===== config.mk =====
export PLATFORM = sky130hd
export DESIGN_NAME = route_config_builder_flat
export DESIGN_NICKNAME = d
export VERILOG_FILES = /design/src/rtl/route_config_builder_if.sv /design/src/rtl/route_config_builder.sv /design/src/flat_wrapper.sv
export SDC_FILE = /design/constraint.sdc
export NUM_CORES = 1
export LEC_CHECK = 0
export ABC_AREA = 1
export BUFFER_PORTS_ARGS = -buffer_cell sky130_fd_sc_hd__buf_2
export CAP_MARGIN = 40
export CORE_ASPECT_RATIO = 1.2
export CORE_MARGIN = 4
export CORE_UTILIZATION = 57
export CTS_CLUSTER_DIAMETER = 50
export DETAILED_ROUTE_END_ITERATION = 12
export PLACE_DENSITY = 0.77
export SLEW_MARGIN = 20
export SYNTH_ARGS = -nofsm -noshare
export SYNTH_HDL_FRONTEND = slang
export SYNTH_SLANG_ARGS = --single-unit

===== constraint.sdc =====
create_clock -name clk -period 3.5 [get_ports clk]
set_input_delay 0.7 -clock clk [delete_from_list [all_inputs] [get_ports clk]]
set_output_delay 0.7 -clock clk [all_outputs]
set_load 0.01 [all_outputs]

===== src/rtl/route_config_builder_if.sv =====
// Hop stream, config word stream and control/status bundle for route_config_builder.
// slave: the builder's view; master: the router/loader/controller view.
interface route_config_builder_if;
    logic       start;
    logic       hop_valid;
    logic       hop_ready;
    logic [3:0] hop_pe;
    logic [1:0] hop_dir;
    logic       hop_first;
    logic       hop_last;
    logic       flush;
    logic       cfg_valid;
    logic       cfg_ready;
    logic [3:0] cfg_pe;
    logic [7:0] cfg_word;
    logic       done;
    logic       error;
    logic [2:0] err_code;

    modport slave (
        input  start, hop_valid, hop_pe, hop_dir, hop_first, hop_last,
        input  flush, cfg_ready,
        output hop_ready, cfg_valid, cfg_pe, cfg_word, done, error, err_code
    );

    modport master (
        output start, hop_valid, hop_pe, hop_dir, hop_first, hop_last,
        output flush, cfg_ready,
        input  hop_ready, cfg_valid, cfg_pe, cfg_word, done, error, err_code
    );
endinterface


===== src/rtl/route_config_builder.sv =====
// Validates XY-router hops and builds the 4x4 CGRA per-PE switch table,
// then streams it out as 16 config words. Ports: clk, reset (sync, low), bus (slave).
module route_config_builder (
    input  logic                  clk,
    input  logic                  reset,
    route_config_builder_if.slave bus
);
    localparam int GRID_W     = 4;
    localparam int NUM_PE     = GRID_W * GRID_W;
    localparam int MAX_BYPASS = 2;

    typedef enum logic [2:0] {
        S_CLEAR, S_ACCEPT, S_CHECK, S_DUMP, S_DONE
    } state_t;

    state_t     state, state_nx;
    logic [3:0] clr_idx;
    logic [3:0] mask [NUM_PE];
    logic [1:0] byp  [NUM_PE];
    logic [3:0] h_pe;
    logic [1:0] h_dir;
    logic       h_first, h_last;
    logic [3:0] prev_pe;
    logic [1:0] prev_dir;
    logic       exp_first;
    logic       err_q;
    logic [2:0] code_q;
    logic       cfg_valid_q;
    logic [3:0] cfg_pe_q;
    logic [7:0] cfg_word_q;
    logic [3:0] nb_pe;
    logic       off_grid;
    logic [2:0] chk_code;
    logic       word_acc;
    logic       last_word;

    assign word_acc  = cfg_valid_q & bus.cfg_ready;
    assign last_word = cfg_pe_q == 4'(NUM_PE - 1);

    always_ff @(posedge clk) begin
        if (!reset) state <= S_CLEAR;
        else        state <= state_nx;
    end

    always_comb begin
        state_nx = state;
        unique case (state)
            S_CLEAR:  if (clr_idx == 4'(NUM_PE - 1)) state_nx = S_ACCEPT;
            S_ACCEPT: begin
                // A pending hop always beats flush.
                if (bus.hop_valid)  state_nx = S_CHECK;
                else if (bus.flush) state_nx = S_DUMP;
            end
            S_CHECK:  state_nx = S_ACCEPT;
            S_DUMP:   if (word_acc && last_word) state_nx = S_DONE;
            S_DONE:   if (bus.start) state_nx = S_CLEAR;
            default:  state_nx = S_CLEAR;
        endcase
    end

    always_comb begin
        bus.hop_ready = state == S_ACCEPT;
        bus.done      = state == S_DONE;
        bus.cfg_valid = cfg_valid_q;
        bus.cfg_pe    = cfg_pe_q;
        bus.cfg_word  = cfg_word_q;
        bus.error     = err_q;
        bus.err_code  = code_q;
    end

    // Where the previous hop of this edge must have landed.
    always_comb begin
        nb_pe = prev_pe;
        unique case (prev_dir)
            2'd3: nb_pe = prev_pe + 4'd1;
            2'd2: nb_pe = prev_pe - 4'd1;
            2'd1: nb_pe = prev_pe - 4'(GRID_W);
            2'd0: nb_pe = prev_pe + 4'(GRID_W);
            default: nb_pe = prev_pe;
        endcase
    end

    always_comb begin
        off_grid = 1'b0;
        unique case (h_dir)
            2'd3: off_grid = h_pe[1:0] == 2'd3;
            2'd2: off_grid = h_pe[1:0] == 2'd0;
            2'd1: off_grid = h_pe[3:2] == 2'd0;
            2'd0: off_grid = h_pe[3:2] == 2'd3;
            default: off_grid = 1'b0;
        endcase
    end

    // Priority order decides which code is reported for multi-fault hops.
    always_comb begin
        chk_code = 3'd0;
        if (h_first != exp_first)
            chk_code = 3'd5;
        else if (!exp_first && h_pe != nb_pe)
            chk_code = 3'd3;
        else if (off_grid)
            chk_code = 3'd4;
        else if (mask[h_pe][h_dir])
            chk_code = 3'd1;
        else if (!h_first && byp[h_pe] == 2'(MAX_BYPASS))
            chk_code = 3'd2;
    end

    always_ff @(posedge clk) begin
        if (!reset) begin
            clr_idx     <= '0;
            h_pe        <= '0;
            h_dir       <= '0;
            h_first     <= 1'b0;
            h_last      <= 1'b0;
            prev_pe     <= '0;
            prev_dir    <= '0;
            exp_first   <= 1'b1;
            err_q       <= 1'b0;
            code_q      <= '0;
            cfg_valid_q <= 1'b0;
            cfg_pe_q    <= '0;
            cfg_word_q  <= '0;
            for (int i = 0; i < NUM_PE; i++) begin
                mask[i] <= '0;
                byp[i]  <= '0;
            end
        end else begin
            case (state)
                S_CLEAR: begin
                    mask[clr_idx] <= '0;
                    byp[clr_idx]  <= '0;
                    clr_idx       <= clr_idx + 4'd1;
                end
                S_ACCEPT: begin
                    if (bus.hop_valid) begin
                        h_pe    <= bus.hop_pe;
                        h_dir   <= bus.hop_dir;
                        h_first <= bus.hop_first;
                        h_last  <= bus.hop_last;
                    end
                end
                S_CHECK: begin
                    if (chk_code == 3'd0) begin
                        mask[h_pe][h_dir] <= 1'b1;
                        if (!h_first) byp[h_pe] <= byp[h_pe] + 2'd1;
                    end else if (!err_q) begin
                        err_q  <= 1'b1;
                        code_q <= chk_code;
                    end
                    prev_pe   <= h_pe;
                    prev_dir  <= h_dir;
                    exp_first <= h_last;
                end
                S_DUMP: begin
                    // cfg_pe_q is 0 on entry, so the first word loads PE 0.
                    if (!cfg_valid_q) begin
                        cfg_valid_q <= 1'b1;
                        cfg_word_q  <= {2'b00, byp[cfg_pe_q], mask[cfg_pe_q]};
                    end else if (bus.cfg_ready) begin
                        if (last_word) begin
                            cfg_valid_q <= 1'b0;
                            cfg_pe_q    <= '0;
                            cfg_word_q  <= '0;
                        end else begin
                            cfg_pe_q   <= cfg_pe_q + 4'd1;
                            cfg_word_q <= {2'b00, byp[cfg_pe_q + 4'd1],
                                           mask[cfg_pe_q + 4'd1]};
                        end
                    end
                end
                default: ;
            endcase
        end
    end
endmodule


===== src/flat_wrapper.sv =====
// flat-port wrapper written by rule: the top's interface ports become plain ports
module route_config_builder_flat 
  (clk, reset, bus_start, bus_hop_valid, bus_hop_pe, bus_hop_dir, bus_hop_first, bus_hop_last, bus_flush, bus_cfg_ready, bus_hop_ready, bus_cfg_valid, bus_cfg_pe, bus_cfg_word, bus_done, bus_error, bus_err_code);
  route_config_builder_if bus_i ();
  input  logic clk;
  input  logic reset;
  input wire logic [$bits(bus_i.start)-1:0] bus_start;
  input wire logic [$bits(bus_i.hop_valid)-1:0] bus_hop_valid;
  input wire logic [$bits(bus_i.hop_pe)-1:0] bus_hop_pe;
  input wire logic [$bits(bus_i.hop_dir)-1:0] bus_hop_dir;
  input wire logic [$bits(bus_i.hop_first)-1:0] bus_hop_first;
  input wire logic [$bits(bus_i.hop_last)-1:0] bus_hop_last;
  input wire logic [$bits(bus_i.flush)-1:0] bus_flush;
  input wire logic [$bits(bus_i.cfg_ready)-1:0] bus_cfg_ready;
  output wire logic [$bits(bus_i.hop_ready)-1:0] bus_hop_ready;
  output wire logic [$bits(bus_i.cfg_valid)-1:0] bus_cfg_valid;
  output wire logic [$bits(bus_i.cfg_pe)-1:0] bus_cfg_pe;
  output wire logic [$bits(bus_i.cfg_word)-1:0] bus_cfg_word;
  output wire logic [$bits(bus_i.done)-1:0] bus_done;
  output wire logic [$bits(bus_i.error)-1:0] bus_error;
  output wire logic [$bits(bus_i.err_code)-1:0] bus_err_code;
  assign bus_i.start = bus_start;
  assign bus_i.hop_valid = bus_hop_valid;
  assign bus_i.hop_pe = bus_hop_pe;
  assign bus_i.hop_dir = bus_hop_dir;
  assign bus_i.hop_first = bus_hop_first;
  assign bus_i.hop_last = bus_hop_last;
  assign bus_i.flush = bus_flush;
  assign bus_i.cfg_ready = bus_cfg_ready;
  assign bus_hop_ready = bus_i.hop_ready;
  assign bus_cfg_valid = bus_i.cfg_valid;
  assign bus_cfg_pe = bus_i.cfg_pe;
  assign bus_cfg_word = bus_i.cfg_word;
  assign bus_done = bus_i.done;
  assign bus_error = bus_i.error;
  assign bus_err_code = bus_i.err_code;
  route_config_builder u_core (.clk(clk), .reset(reset), .bus(bus_i));
endmodule

==> results.py <==
metrics = {
    "final_layout": {
        "drive_gt1_share_pct": 15.1,
        "layout.cells.non_filler": 1527,
        "area_growth_pct": 15.0,
        "nNetsFinal": 1325,
        "final_util_pct": 66.6,
        "nFillCells": 1321,
        "antenna_cells": 0,
        "stdcell_area_mm2": 0.0108,
    },
    "logic_synthesis": {
        "async_reset_ff_share_pct": 0,
        "synthesis.area_mm2": 0.00938,
        "synth_top_area_share_pct": 30.7,
        "synth_cell_types": 39,
        "avgSynthCellArea_um2": 7.27,
        "yosysTopAreaCell": "edfxtp_1",
        "synth-main-ff-cell": "edfxtp_1",
        "post-synth-top-count-cell": "nand2_1",
        "yosysSeqAreaShare_pct": 40.3,
        "synth_warnings": 0,
        "yosys-top-cells-area": "edfxtp_1, nand3_1, nand2_1, dfxtp_1, a21oi_1",
        "synth_common_cells": "nand2_1, nand3_1, a21oi_1",
        "ys_ff_latch": 141,
        "synth_edf_count": 96,
        "syn_inst": 1290,
    },
    "worst_setup_path": {
        "regToRegSetupSlack_ps": 90,
        "worstPathMaxFanout": 29,
        "path_class": "register to register",
        "cp-start-kind": "register",
        "r2r-end": "u_core.byp[3][1]",
        "reg2reg_depth": 21,
        "critical_path.endpoint_type": "register",
        "cp.required_ps": 3640,
        "crit_arrival_ps": 3550,
    },
    "place": {
        "portBuffers": 30,
        "dp_hpwl_um": 18100,
        "place_area_mm2": 0.00964,
        "routabilityCongestion": 0.916,
        "dpl.cell_count": 1474,
    },
    "floorplan": {
        "start_util_pct": 57.9,
        "die_w_um": 125,
        "rows": 51,
        "die_h_um": 149,
        "design.portCount": 33,
        "die_area_mm2": 0.0186,
        "core_area_mm2": 0.0162,
    },
    "detailed_routing": {
        "antenna_left": 0,
        "dr.first_iter.drc_count": 1583,
        "vias": 9502,
        "routed_wl_um": 28500,
        "route.detailed.drc": 0,
        "wl_per_cell_um": 18.7,
        "firstDrtPassIters": 8,
        "via_per_inst": 6.22,
    },
    "global_route": {
        "antenna_found_initial": 0,
        "grt_max_degree": 65,
        "grt_usage_pct": 28.9,
        "grt_pass1_vias": 8396,
        "grt_pass1_wl_um": 43100,
        "overflow": 0,
    },
    "power_and_ir_drop": {
        "finalPower_mw": 4.11,
        "powerDensity_mw_per_mm2": 381,
        "ir_drop_v": 0.000308,
        "power_leakage_nw": 4.09,
    },
    "clocking": {
        "path_clk_slew_ps": 70,
        "htree_levels": 4,
        "cts_sinks": 141,
        "numCtsBuffers": 17,
        "clock-root-buffer": "clkbuf_16",
        "ctsHoldBuffers": 0,
        "clk-insertion-delay-late_ps": 430,
        "tritoncts": "yes",
        "clockBufferDepth": 2,
    },
    "sta": {
        "maxSlewHeadroom_pct": 47.8,
        "worst_pin_slew_ps": 782,
        "fin_crit_sh_pct": 97.5,
        "hold_viol_final": 0,
        "maxSlewViolCount": 0,
        "min_period_ps": 3410,
        "finClkSkew_ps": 8.57,
        "setup_viol": 0,
        "fmax_mhz": 293,
    },
    "min_path": {
        "holdPathEnd": "u_core.bus.err_code[1]",
        "holdPathStages": 2,
        "hold_class": "register to register",
        "hold_start": "u_core.bus.err_code[1]",
    },
    "flow_run": {
        "maxCapViolCount": 0,
    },
    "status": {
        "outcome": "complete, no violations",
    },
}
==> cell usage in the layout, fill, tap and decap left out, types with 13 or more instances in the layout <==
master and instances:
nor2_4 14, nor2_1 94, nand2_1 236, buf_2 30, o211ai_1 24, clkbuf_16 17, buf_4 38, nand2_2 13
edfxtp_1 96, a21oi_1 135, inv_1 106, nor3_1 16, o21ai_0 120, nand3_1 212, buf_12 13, dfxtp_1 41
==> logic make-up (layout without fill, tap and decap cells) <==
| logic type | count (synthesis) | count (layout) | share of synthesized area, % |
|---|---|---|---|
| and+or+nand+nor | 611 | 613 | 29.6 |
| other | 1 | 2 | 0.0400 |
| adders and majority gates | 9 | 9 | 1.20 |
| buffers and inverters | 208 | 228 | 9.79 |
| DFF | 141 | 141 | 40.3 |
| AOI/OAI and AO/OA | 312 | 314 | 18.3 |
| xor gates and xnor gates | 8 | 8 | 0.747 |
==> layout make-up <==
class / count / area, µm² / area share, %
sequential: 141 / 3790 / 35.1
inverter: 114 / 447 / 4.14
multi-input combinational: 946 / 4950 / 45.9
clock inverter: 15 / 189 / 1.75
timing repair buffer: 82 / 723 / 6.70
clock buffer: 17 / 425 / 3.94
tap: 212 / 265 / 2.46
==> flip-flops by register name, indices dropped and copies added (netlist names), named ones only <==
| signal | cells |
|---|---|
| u_core.bus.cfg_pe | 4 |
| u_core.bus.cfg_valid | 1 |
| u_core.bus.cfg_word | 6 |
| u_core.bus.err_code | 3 |
| u_core.bus.error | 1 |
| u_core.byp | 32 |
| u_core.clr_idx | 4 |
| u_core.exp_first | 1 |
| u_core.h_dir | 2 |
| u_core.h_first | 1 |
| u_core.h_last | 1 |
| u_core.h_pe | 4 |
| u_core.mask | 64 |
| u_core.prev_dir | 2 |
| u_core.prev_pe | 4 |
| u_core.state | 3 |
==> routing by layer <==
layer,share of wire (%),track usage [%]
met4,3.5,12.1
met1,38,38.3
met5,0,0
met2,48,46.9
met3,11,5.50
==> repair_timing <==
item,CTS,global route
gates cloned,0,4
resized for setup,1,64
buffers inserted,0,17
setup endpoints to repair,2,189
pin swaps,0,14
==> worst max-delay path by stage <==
stage,from,end,slack [ps],cells after the start
6_report,register,u_core.byp[3][1],90,21
5_1_grt,u_core.h_dir[0],u_core.byp[6][0],-80,20
2_1_floorplan,register,u_core.byp[11][0],80,23
3_3_place_gp,u_core.prev_dir[0],u_core.byp[9][0],150,21
4_1_cts,register,u_core.byp[11][0],30,22
3_5_place_dp,u_core.prev_dir[0],u_core.byp[9][0],50,21
==> power breakdown <==
part	internal, mW	switching (mW)	leakage, nW
Clock	1.13	0.778	0.283
Combinational	0.119	0.227	2.45
Sequential	1.82	0.0355	1.36
Total	3.07	1.04	4.09
==> critical path, stage by stage (launching register included) <==
cell	delay [ps]
dfxtp_2	330
buf_4	220
a21oi_1	160
o21ai_0	110
nand3_1	150
nand3_1	90
nand2_1	80
inv_1	60
ha_1	210
nand2_1	70
nor2_1	50
nand3_2	80
nand2_2	70
nor2_4	260
nand3_4	190
nor2_8	190
nand2_2	90
o21ai_4	110
inv_2	100
nor2_4	200
nand2_8	110
o21ai_4	150
==> stage by stage <==
stage,setup slack [ps],TNS [ps],hold WS (ps)
finish,86.9,0,476
floorplan,80.8,0,443
detailed placement,46.8,0,465
CTS,32.2,0,475
global route,-78.1,-2630,509
global placement,147,0,459
Note: power is estimated with default switching activity, not from simulation.
